--- config.mk ---
export PLATFORM = sky130hd
export DESIGN_NAME = pmem_arbiter
export DESIGN_NICKNAME = d
export VERILOG_FILES = /design/src/rtl/pmem_arbiter.sv
export SDC_FILE = /design/constraint.sdc
export NUM_CORES = 1
export LEC_CHECK = 0
export CAP_MARGIN = 20
export CORE_AREA = 2 2 543 545
export CTS_CLUSTER_DIAMETER = 80
export DETAILED_ROUTE_END_ITERATION = 8
export DIE_AREA = 0 0 545 547
export MAX_ROUTING_LAYER = met4
export SYNTH_ARGS = -nofsm -noshare
export SYNTH_HDL_FRONTEND = slang
export SYNTH_SLANG_ARGS = --single-unit
--- constraint.sdc ---
create_clock -name clk -period 2.8 [get_ports clk]
set_input_delay 0.28 -clock clk [delete_from_list [all_inputs] [get_ports clk]]
set_output_delay 0.28 -clock clk [all_outputs]
set_load 0.005 [all_outputs]
--- src/rtl/pmem_arbiter.sv ---
// pmem_arbiter: serialises I-cache and D-cache line requests onto one pmem port.
// Define ARBITER_RR_EN for round-robin I/D arbitration; default is fixed D-over-I.
module pmem_arbiter #(
    parameter int ADDR_WIDTH = 32,
    parameter int LINE_WIDTH = 256
) (
    input  logic                  clk,
    input  logic                  rst,
    input  logic                  icache_pmem_read,
    input  logic [ADDR_WIDTH-1:0] icache_pmem_address,
    output logic [LINE_WIDTH-1:0] icache_pmem_rdata,
    output logic                  icache_pmem_resp,
    input  logic                  dcache_pmem_read,
    input  logic                  dcache_pmem_write,
    input  logic [ADDR_WIDTH-1:0] dcache_pmem_address,
    input  logic [LINE_WIDTH-1:0] dcache_pmem_wdata,
    output logic [LINE_WIDTH-1:0] dcache_pmem_rdata,
    output logic                  dcache_pmem_resp,
    input  logic                  pmem_resp,
    input  logic [LINE_WIDTH-1:0] pmem_rdata,
    output logic                  pmem_read,
    output logic                  pmem_write,
    output logic [ADDR_WIDTH-1:0] pmem_address,
    output logic [LINE_WIDTH-1:0] pmem_wdata
);
    typedef enum logic [1:0] {IDLE, I_READ, D_READ, D_WRITE} state_t;
    state_t state_q, state_d;
    logic read_q, read_d, write_q, write_d;
    logic [ADDR_WIDTH-1:0] addr_q, addr_d;
    logic [LINE_WIDTH-1:0] wdata_q, wdata_d;
    logic d_req, grant_d, grant_i;
    assign d_req = dcache_pmem_read | dcache_pmem_write;
`ifdef ARBITER_RR_EN
    // last_grant_q: 1 = D was granted last, 0 = I
    logic last_grant_q, last_grant_d;
    assign grant_d = d_req & (!icache_pmem_read | !last_grant_q);
    assign last_grant_d = (state_q == IDLE && (grant_d || grant_i)) ? grant_d : last_grant_q;
    // remember which port won the most recent grant
    always_ff @(posedge clk) last_grant_q <= rst ? 1'b0 : last_grant_d;
`else
    assign grant_d = d_req;
`endif
    assign grant_i = icache_pmem_read & !grant_d;
    // grant in IDLE and latch the request; hold it until memory completes
    always_comb begin
        state_d = state_q;
        read_d  = read_q;
        write_d = write_q;
        addr_d  = addr_q;
        wdata_d = wdata_q;
        if (state_q == IDLE) begin
            if (grant_d) begin
                state_d = dcache_pmem_write ? D_WRITE : D_READ;
                read_d  = !dcache_pmem_write;
                write_d = dcache_pmem_write;
                addr_d  = dcache_pmem_address;
                wdata_d = dcache_pmem_write ? dcache_pmem_wdata : wdata_q;
            end else if (grant_i) begin
                state_d = I_READ;
                read_d  = 1'b1;
                addr_d  = icache_pmem_address;
            end
        end else if (pmem_resp) begin
            state_d = IDLE;
            read_d  = 1'b0;
            write_d = 1'b0;
        end
    end
    // state and registered pmem request outputs
    always_ff @(posedge clk) begin
        if (rst) begin
            state_q <= IDLE;
            read_q  <= 1'b0;
            write_q <= 1'b0;
            addr_q  <= '0;
            wdata_q <= '0;
        end else begin
            state_q <= state_d;
            read_q  <= read_d;
            write_q <= write_d;
            addr_q  <= addr_d;
            wdata_q <= wdata_d;
        end
    end
    assign pmem_read         = read_q;
    assign pmem_write        = write_q;
    assign pmem_address      = addr_q;
    assign pmem_wdata        = wdata_q;
    assign icache_pmem_rdata = pmem_rdata;
    assign dcache_pmem_rdata = pmem_rdata;
    assign icache_pmem_resp  = (state_q == I_READ) & pmem_resp;
    assign dcache_pmem_resp  = (state_q == D_READ || state_q == D_WRITE) & pmem_resp;
endmodule

==> results of run 1 <==
worst paths after layout:
check,cells past startpoint,from,slack [ps],endpoint
setup / recovery,3,state_q[0],630,icache_pmem_resp
hold / removal,3,dcache_pmem_wdata[96],170,pmem_wdata[96]
setup reg to reg,4,state_q[1],740,pmem_wdata[224]
hold reg to reg,2,pmem_wdata[152],450,pmem_wdata[152]
power groups by stage:
stage / sequential [mW] / clock, mW / combinational (mW)
after floorplan: 4.77 / 0 / 1.46
after global placement: 4.79 / 0 / 2.90
after detailed placement: 4.79 / 0 / 2.90
after CTS: 4.71 / 5.87 / 2.91
after global routing: 4.75 / 5.97 / 3.06
final: 4.71 / 5.63 / 2.82
state kept, by name (all words and copies together) (netlist names):
name / count
pmem_wdata: 256
pmem_address: 32
state_q: 2
pmem_read: 1
pmem_write: 1
stage by stage:
step                      setup slack (ps)  hold WS, ps  utilization (%)
final                                  629          173             7.88
after global routing                   466          122             7.87
after CTS                              499         80.1             7.86
after detailed placement               220          447             7.37
after global placement                 260          441             7.37
after floorplan                       1300          416                -
area by class of cell:
cell class	count	area [µm²]	area share, %
tap	3919	4900	21.3
multi-input combinational	920	4270	18.5
sequential	292	5850	25.4
clock buffer	56	1190	5.19
antenna	20	50.0	0.217
clock inverter	22	215	0.934
timing repair buffer	654	6570	28.5
worst max-delay path, stage by stage, from the launching register on:
cell	delay (ps)
dfxtp_1	520
nand2_1	90
nor2_1	110
clkdlybuf4s50_1	520
cell families after synthesis:
family	count (synthesis)	share of synthesized area (%)
buffers and inverters	625	30.3
DFF	292	40.3
AOI/OAI and AO/OA	362	14.7
and+or+nand+nor	558	14.7
layout by cell type (no fill, tap or decap):
cell,instances
a21oi_1,292
a311oi_1,2
a311oi_2,30
and2_1,1
and2_2,1
buf_12,9
buf_2,1
buf_4,28
buf_8,1
bufinv_16,2
clkbuf_1,6
clkbuf_16,43
clkbuf_8,7
clkdlybuf4s50_1,614
clkinv_2,10
clkinv_4,2
clkinvlp_4,1
dfxtp_1,292
diode_2,20
dlygate4sd3_1,1
inv_16,1
inv_6,3
inv_8,3
nand2_1,545
nand2b_1,2
nor2_1,1
nor2_2,2
nor2b_1,1
nor3_1,2
nor3b_4,1
o21ai_0,35
o21ai_1,2
o21ba_2,1
or3_1,1
or3b_4,1
per-layer routing:
layer,GRT usage [%],vias to the layer above,wire [µm]
met3,18.8,488,64100
met4,4.67,0,8120
met1,8.89,5623,47500
li1,-,5566,-
met2,17.4,1476,75900
met5,-,-,0
==> qor.csv, run 1 <==
metric,value,unit
status,"complete, no violations",
ant_nets,0,
fin_setup_tns,0,ps
fill_cells,34302,
vdd_ir_drop_max,0.394,mV
clkPwrFrac,42.8,%
synthTopCellsByArea,"dfxtp_1 (40%), buf_4 (27%), nand2_1 (14%), a21oi_1 (10%), a311oi_2 (3.1%)",
drive_gt1_share,7.56,%
power_leakage,6.78,nW
fp.dieW,545,µm
final_cells,5883,
end_kind,output port,
drt_pass1_iterations,5,
initial_core_util,4.95,%
core.rowCount,199,
wl_per_cell,33.2,µm
dominantRegCellSynth,dfxtp_1,
synth_area,14500,µm²
p_seq_share,35.8,%
clock.fmax,0.461,GHz
syn_nets,2419,
finalCritPeriodShare,77.6,%
power.total,13.2,mW
root_buffer,clkbuf_16,
synth-seq-area-share,40.3,%
synth_cell_types,21,
dieArea,298000,µm²
fin_crit,2170,ps
place_area,21600,µm²
arrival,1890,ps
hold_violations,0,
htree_levels,2,
drcViolationCount,0,
finalSetupViolations,0,
ys_top_cells_by_count,"nand2_1 (545), buf_4 (515), a21oi_1 (292), dfxtp_1 (292), buf_2 (54)",
insertion_delay,660,ps
synth.avg_cell_area,7.89,µm²
clk_path_buf_depth,3,
drtIter0Drc,833,
final_area,23000,µm²
worstMarginPinSlew,931,ps
yosysMostFrequentCell,nand2_1,
cts_hold_buf,1,
portBuffers,617,
ioPinCount,1386,
comb_power_share,21.5,%
die_y,547,µm
nets,2492,
clock_skew,32.3,ps
antenna_found_initial,105,
synth_top_cell_by_area,dfxtp_1,
post_cts_resized,0,
grt.overflow.total,0,
clk_pin_slew,60,ps
cts-buffers-inserted,42,
grt_pass1_vias,12462,
critPathLaunchType,flop,
viasPerCell,2.24,
dp_cells,5784,
wl,196000,µm
max_slew_margin,37.9,%
netlist_instances,1837,
cts_tree,done,
max_cap_viol_count,0,
netSwitchingPower,4.15,mW
core-area,293000,µm²
cts_sinks,292,
required,2520,ps
worst-setup-path-type,reg -> out,
rsz0062_at_grt,false,
grt_pass1_wl,223000,µm
gp_congestion,0.874,
yosysWarnings,0,
yosysTopAreaCellShare,40.3,%
worstPathMaxFanout,8,
vias,13153,
ys_ff_latch,292,
hpwl,180000,µm
swShare,31.5,%
p_per_area,571,nW/µm²
async_reset_ff_share,0,%
intPower,9.01,mW
syn_to_final_growth,59.0,%
maxSlewViolCount,0,
cts_setup_buffers,0,
grt_max_degree,78,
synth_edf_count,0,
hold_class,in -> reg,
grt_util_all_layers,13.0,%
(Power assumes the default switching activity.)
==> run 2: changes to the inputs <==
--- a/config.mk
+++ b/config.mk
@@ -6,10 +6,10 @@
 export NUM_CORES = 1
 export LEC_CHECK = 0
 export CAP_MARGIN = 20
-export CORE_AREA = 2 2 543 545
+export CORE_AREA = 2 2 544 546
 export CTS_CLUSTER_DIAMETER = 80
 export DETAILED_ROUTE_END_ITERATION = 8
-export DIE_AREA = 0 0 545 547
+export DIE_AREA = 0 0 546 548
 export MAX_ROUTING_LAYER = met4
 export SYNTH_ARGS = -nofsm -noshare
 export SYNTH_HDL_FRONTEND = slang
==> constraint.sdc (replaced) <==
create_clock -name clk -period 2.1 [get_ports clk]
set_input_delay 0.21 -clock clk [delete_from_list [all_inputs] [get_ports clk]]
set_output_delay 0.21 -clock clk [all_outputs]
set_load 0.005 [all_outputs]
==> run 2 against run 1 <==
Net effect: total power increased by 46%; count of clock-buffer cells in the layout increased by 3; register-to-register slack got worse by 320 ps; routed wire length increased by 7.6%; sequential power increased by 33%.
==> qor.csv, run 2 (same netlist as run 1, synthesis figures left out) <==
metric,value,unit
status,"complete, no violations",
wl,210000,µm
dieArea,299000,µm²
critPathBufInv,1,
core-area,293000,µm²
hpwl,194000,µm
drive_gt1_share,8.87,%
cts_sinks,292,
drt_pass1_iterations,5,
fin_crit,2070,ps
grt_util_all_layers,14.0,%
hold_violations,0,
end_kind,output port,
finalCritPeriodShare,98.8,%
power.total,19.2,mW
cp_cell_sequence,clkdlybuf4s50_1,
max_slew_margin,57.8,%
die_y,548,µm
reg2regPathDepth,5,
worst_path_max_delay_cell,clkdlybuf4s50_1,
min_from,dcache_pmem_wdata[218],
critPathLaunchType,flop,
holdWs,78.9,ps
globalRouteMet3Util,19.2,%
fp.dieW,546,µm
reg2reg_from,state_q[1],
fill_cells,34374,
cts_tree,done,
arrival,1860,ps
grt_max_degree,69,
grt.overflow.total,0,
rsz0062_at_grt,false,
fin_setup_tns,0,ps
grt_pass1_wl,240000,µm
syn_to_final_growth,62.8,%
ant_nets,0,
max_cap_viol_count,0,
gp_congestion,0.884,
power_leakage,7.35,nW
ioPinCount,1386,
r2r-end,pmem_wdata[23],
clk_path_buf_depth,3,
worstPathMaxFanout,2,
antenna_found_initial,143,
final_common_cell,clkdlybuf4s50_1,
required,1890,ps
clock_skew,45.7,ps
worst-setup-path-type,reg -> out,
grtUsageMet2,18.9,%
holdPathEnd,pmem_wdata[218],
nets,2517,
gr-usage-met1,10.3,%
initial_core_util,4.94,%
cp_slowest_stage_delay,850,ps
worstMarginPinSlew,636,ps
hold_class,in -> reg,
wl_per_cell,35.6,µm
core.rowCount,199,
drtIter0Drc,916,
p_per_area,814,nW/µm²
root_buffer,clkbuf_16,
clk_pin_slew,60,ps
grt-busiest-layer,met3,
finalSetupViolations,0,
cts-buffers-inserted,48,
largest_reg_flops,256,
htree_levels,2,
path_depth,1,
regToRegSetupSlack,420,ps
grt_pass1_vias,12570,
vias,13532,
cts_setup_buffers,0,
clock.fmax,0.482,GHz
insertion_delay,700,ps
vdd_ir_drop_max,0.621,mV
portBuffers,617,
final_cell_mix,"clkdlybuf4s50_1 (549), nand2_1 (545), a21oi_1 (292), dfxtp_1 (290), clkbuf_16 (48)",
critical-path-top-delay-family,buffers and inverters,
maxSlewViolCount,0,
viasPerCell,2.29,
hold_path_depth,3,
drcViolationCount,0,
## run 2: cell count changes in the layout (fill, tap and decap cells not counted), sizes merged
cell           previous run  this run
buf                      39        55
bufinv                    2         9
clkbuf                   56        59
clkdlybuf4s50           614       549
clkinv                   12         8
clkinvlp                  1         4
diode                    20        26
dlygate4sd2               0        44
dlygate4sd3               1        18
dlymetal6s2s              0         7
inv                       7         9
## run 2: cell type report
| type | instances | area, µm² | share of cell area (%) |
|---|---|---|---|
| Timing Repair Buffer | 673 | 6780 | 28.7 |
| Sequential cell | 292 | 5850 | 24.8 |
| Tap cell | 3919 | 4900 | 20.8 |
| Multi-Input combinational cell | 920 | 4280 | 18.1 |
| Clock buffer | 59 | 1270 | 5.39 |
| Clock inverter | 30 | 450 | 1.91 |
| Antenna cell | 26 | 65.1 | 0.276 |
## run 2: per-layer routing
metal,routed length (µm),part of all wire [%]
met5,0,0
met4,8900,4.2
met2,81500,39
met1,54900,26
met3,65200,31
## run 2: worst max-delay path by stage
stage	endpoint	from
2_1_floorplan	pmem_wdata[216]	state_q[1]
3_3_place_gp	pmem_address[7]	icache_pmem_read
3_5_place_dp	pmem_address[4]	icache_pmem_read
4_1_cts	pmem_wdata[206]	pmem_wdata[206]
5_1_grt	pmem_wdata[212]	pmem_wdata[212]
6_report	pmem_wdata[193]	pmem_wdata[193]
## run 2: repair_timing
action | 4_1_cts | 5_1_grt
hold buffers | 18 | 0
gates cloned | 0 | 0
gates resized for setup | 46 | 7
endpoints found under the hold margin | 44 | 0
endpoints found under the setup margin | 45 | 7
## run 2: power by group
group | switching [mW] | internal (mW) | total, mW | leakage [nW]
sequential | 0.268 | 6.00 | 6.26 | 2.40
combinational | 2.23 | 1.74 | 3.96 | 4.12
clock | 3.52 | 5.47 | 8.99 | 0.834
## run 2: through the flow
step / instance area (µm²) / utilization [%] / setup WS (ps) / std cells
after floorplan: 14500 / - / 595 / 1837
after global placement: 21700 / 7.39 / 274 / 5786
after detailed placement: 21700 / 7.39 / 262 / 5786
after CTS: 23500 / 8.02 / 1.21 / 5893
after global routing: 23600 / 8.05 / 1.63 / 5918
final: 23600 / 8.05 / 26.1 / 5919
==> run 3: changes to the inputs <==
--- a/config.mk
+++ b/config.mk
@@ -10,6 +10,7 @@
 export CTS_CLUSTER_DIAMETER = 80
 export DETAILED_ROUTE_END_ITERATION = 8
 export DIE_AREA = 0 0 546 548
+export GPL_TIMING_DRIVEN = 0
 export MAX_ROUTING_LAYER = met4
 export SYNTH_ARGS = -nofsm -noshare
 export SYNTH_HDL_FRONTEND = slang
==> run 3 against run 2 <==
Net effect: fmax grew 0.70%; clock power fell by 15%; global-route usage increased by 0.70 points; worst hold slack improved by 6.2 ps; largest power group unchanged; highest routed layer unchanged.
==> qor.csv, run 3 (same netlist as run 1, synthesis figures left out) <==
metric,value,unit
grt_pass1_vias,17438,
ant_nets,0,
initial_core_util,4.94,%
core-area,293000,µm²
worst_path_max_delay_cell,clkdlybuf4s50_1,
cp-endpoint,pmem_wdata[92],
vdd_ir_drop_max,0.551,mV
intPower,13.4,mW
finalSetupViolations,0,
drtIter0Drc,1592,
core.rowCount,199,
critical-path-top-delay-family,buffers and inverters,
finalCritPeriodShare,98.1,%
grt_util_all_layers,14.7,%
critPathBufInv,1,
clk_pin_slew,60,ps
comb_power_share,32.0,%
vias,18369,
power_leakage,11.8,nW
place_area,30800,µm²
largest_reg_flops,256,
max_cap_viol_count,0,
drt_pass1_iterations,7,
power.total,20.5,mW
grt_pass1_wl,259000,µm
portBuffers,1128,
hold_class,in -> reg,
max_slew_margin,38.8,%
syn_to_final_growth,124,%
clock_skew,27.8,ps
worst-setup-path-type,reg -> out,
final_area,32500,µm²
dp_cells,6891,
netSwitchingPower,7.11,mW
clock.fmax,0.486,GHz
drcViolationCount,0,
arrival,1850,ps
fin_crit,2060,ps
final_cell_mix,"clkdlybuf4s50_1 (1043), nand2_1 (545), buf_4 (518), a21oi_1 (292), dfxtp_1 (291)",
nets,3614,
end_kind,output port,
final_common_cell,clkdlybuf4s50_1,
htree_levels,2,
r2r-end,pmem_wdata[155],
fp.dieW,546,µm
dieArea,299000,µm²
maxSlewViolCount,0,
root_buffer,clkbuf_16,
reg2reg_from,state_q[1],
die_y,548,µm
ioPinCount,1386,
regToRegSetupSlack,160,ps
swShare,34.6,%
required,1890,ps
cts_tree,done,
fin_setup_tns,0,ps
wl,222000,µm
reg2regPathDepth,7,
viasPerCell,2.60,
grt.overflow.total,0,
holdWs,85.2,ps
worstMarginPinSlew,909,ps
gp_congestion,1.09,
hpwl,206000,µm
antenna_found_initial,108,
path_depth,1,
final_cells,7070,
drive_gt1_share,22.8,%
cp_slowest_stage_delay,780,ps
cts-buffers-inserted,44,
rsz0062_at_grt,false,
clk_path_buf_depth,3,
critPathLaunchType,flop,
worstPathMaxFanout,2,
cts_sinks,292,
startpoint,pmem_wdata[92],
grt_max_degree,13,
status,"complete, no violations",
wl_per_cell,31.4,µm
insertion_delay,670,ps
hold_violations,0,
p_seq_share,30.6,%
cp_cell_sequence,clkdlybuf4s50_1,
clkPwrFrac,37.4,%
p_per_area,631,nW/µm²
[run 3: how the worst min path moves through the flow]
stage	startpoint	endpoint	slack, ps	depth (start not counted)
6_report	dcache_pmem_wdata[58]	pmem_wdata[58]	90	3
5_1_grt	dcache_pmem_wdata[58]	pmem_wdata[58]	40	3
4_1_cts	dcache_pmem_wdata[145]	pmem_wdata[145]	0.01	3
3_5_place_dp	pmem_wdata[243]	pmem_wdata[243]	450	2
3_3_place_gp	pmem_wdata[231]	pmem_wdata[231]	440	2
2_1_floorplan	dcache_pmem_wdata[0]	pmem_wdata[0]	350	2
[run 3: layer usage]
| metal | routed length, µm | vias up | GRT usage [%] |
|---|---|---|---|
| li1 | - | 7941 | - |
| met1 | 87000 | 8700 | 16.1 |
| met2 | 93300 | 1555 | 21.2 |
| met3 | 37900 | 173 | 10.7 |
| met4 | 4060 | 0 | 2.64 |
| met5 | 0 | - | - |
[run 3: through the flow]
step | utilization (%) | setup slack, ps
floorplan | - | 595
global placement | 10.5 | -1480
detailed placement | 10.5 | -1010
CTS | 11.0 | 4.81
global route | 11.1 | 0.931
finish | 11.1 | 40.6
[run 3: power groups by stage]
stage	registers [mW]	clock network, mW	logic (mW)
floorplan	6.36	0	1.94
global placement	6.38	0	6.74
detailed placement	6.40	0	6.75
CTS	6.28	7.97	6.74
global route	6.33	8.09	6.99
finish	6.28	7.68	6.57
[run 3: repair_timing]
item,4_1_cts,5_1_grt
hold buffers,13,0
pin swaps,1,0
resized for setup,106,4
hold endpoints to repair,14,0
setup buffers,1,0
setup endpoints to repair,272,11
[run 3: cell type report]
type                            instances  area, µm²
Multi-Input combinational cell        920       4260
Fill cell                           34030     261000
Tap cell                             3919       4900
Clock buffer                           62       1240
Antenna cell                           85        213
Buffer                                625       4400
Sequential cell                       292       5850
Clock inverter                         18        186
Timing Repair Buffer                 1149      11500
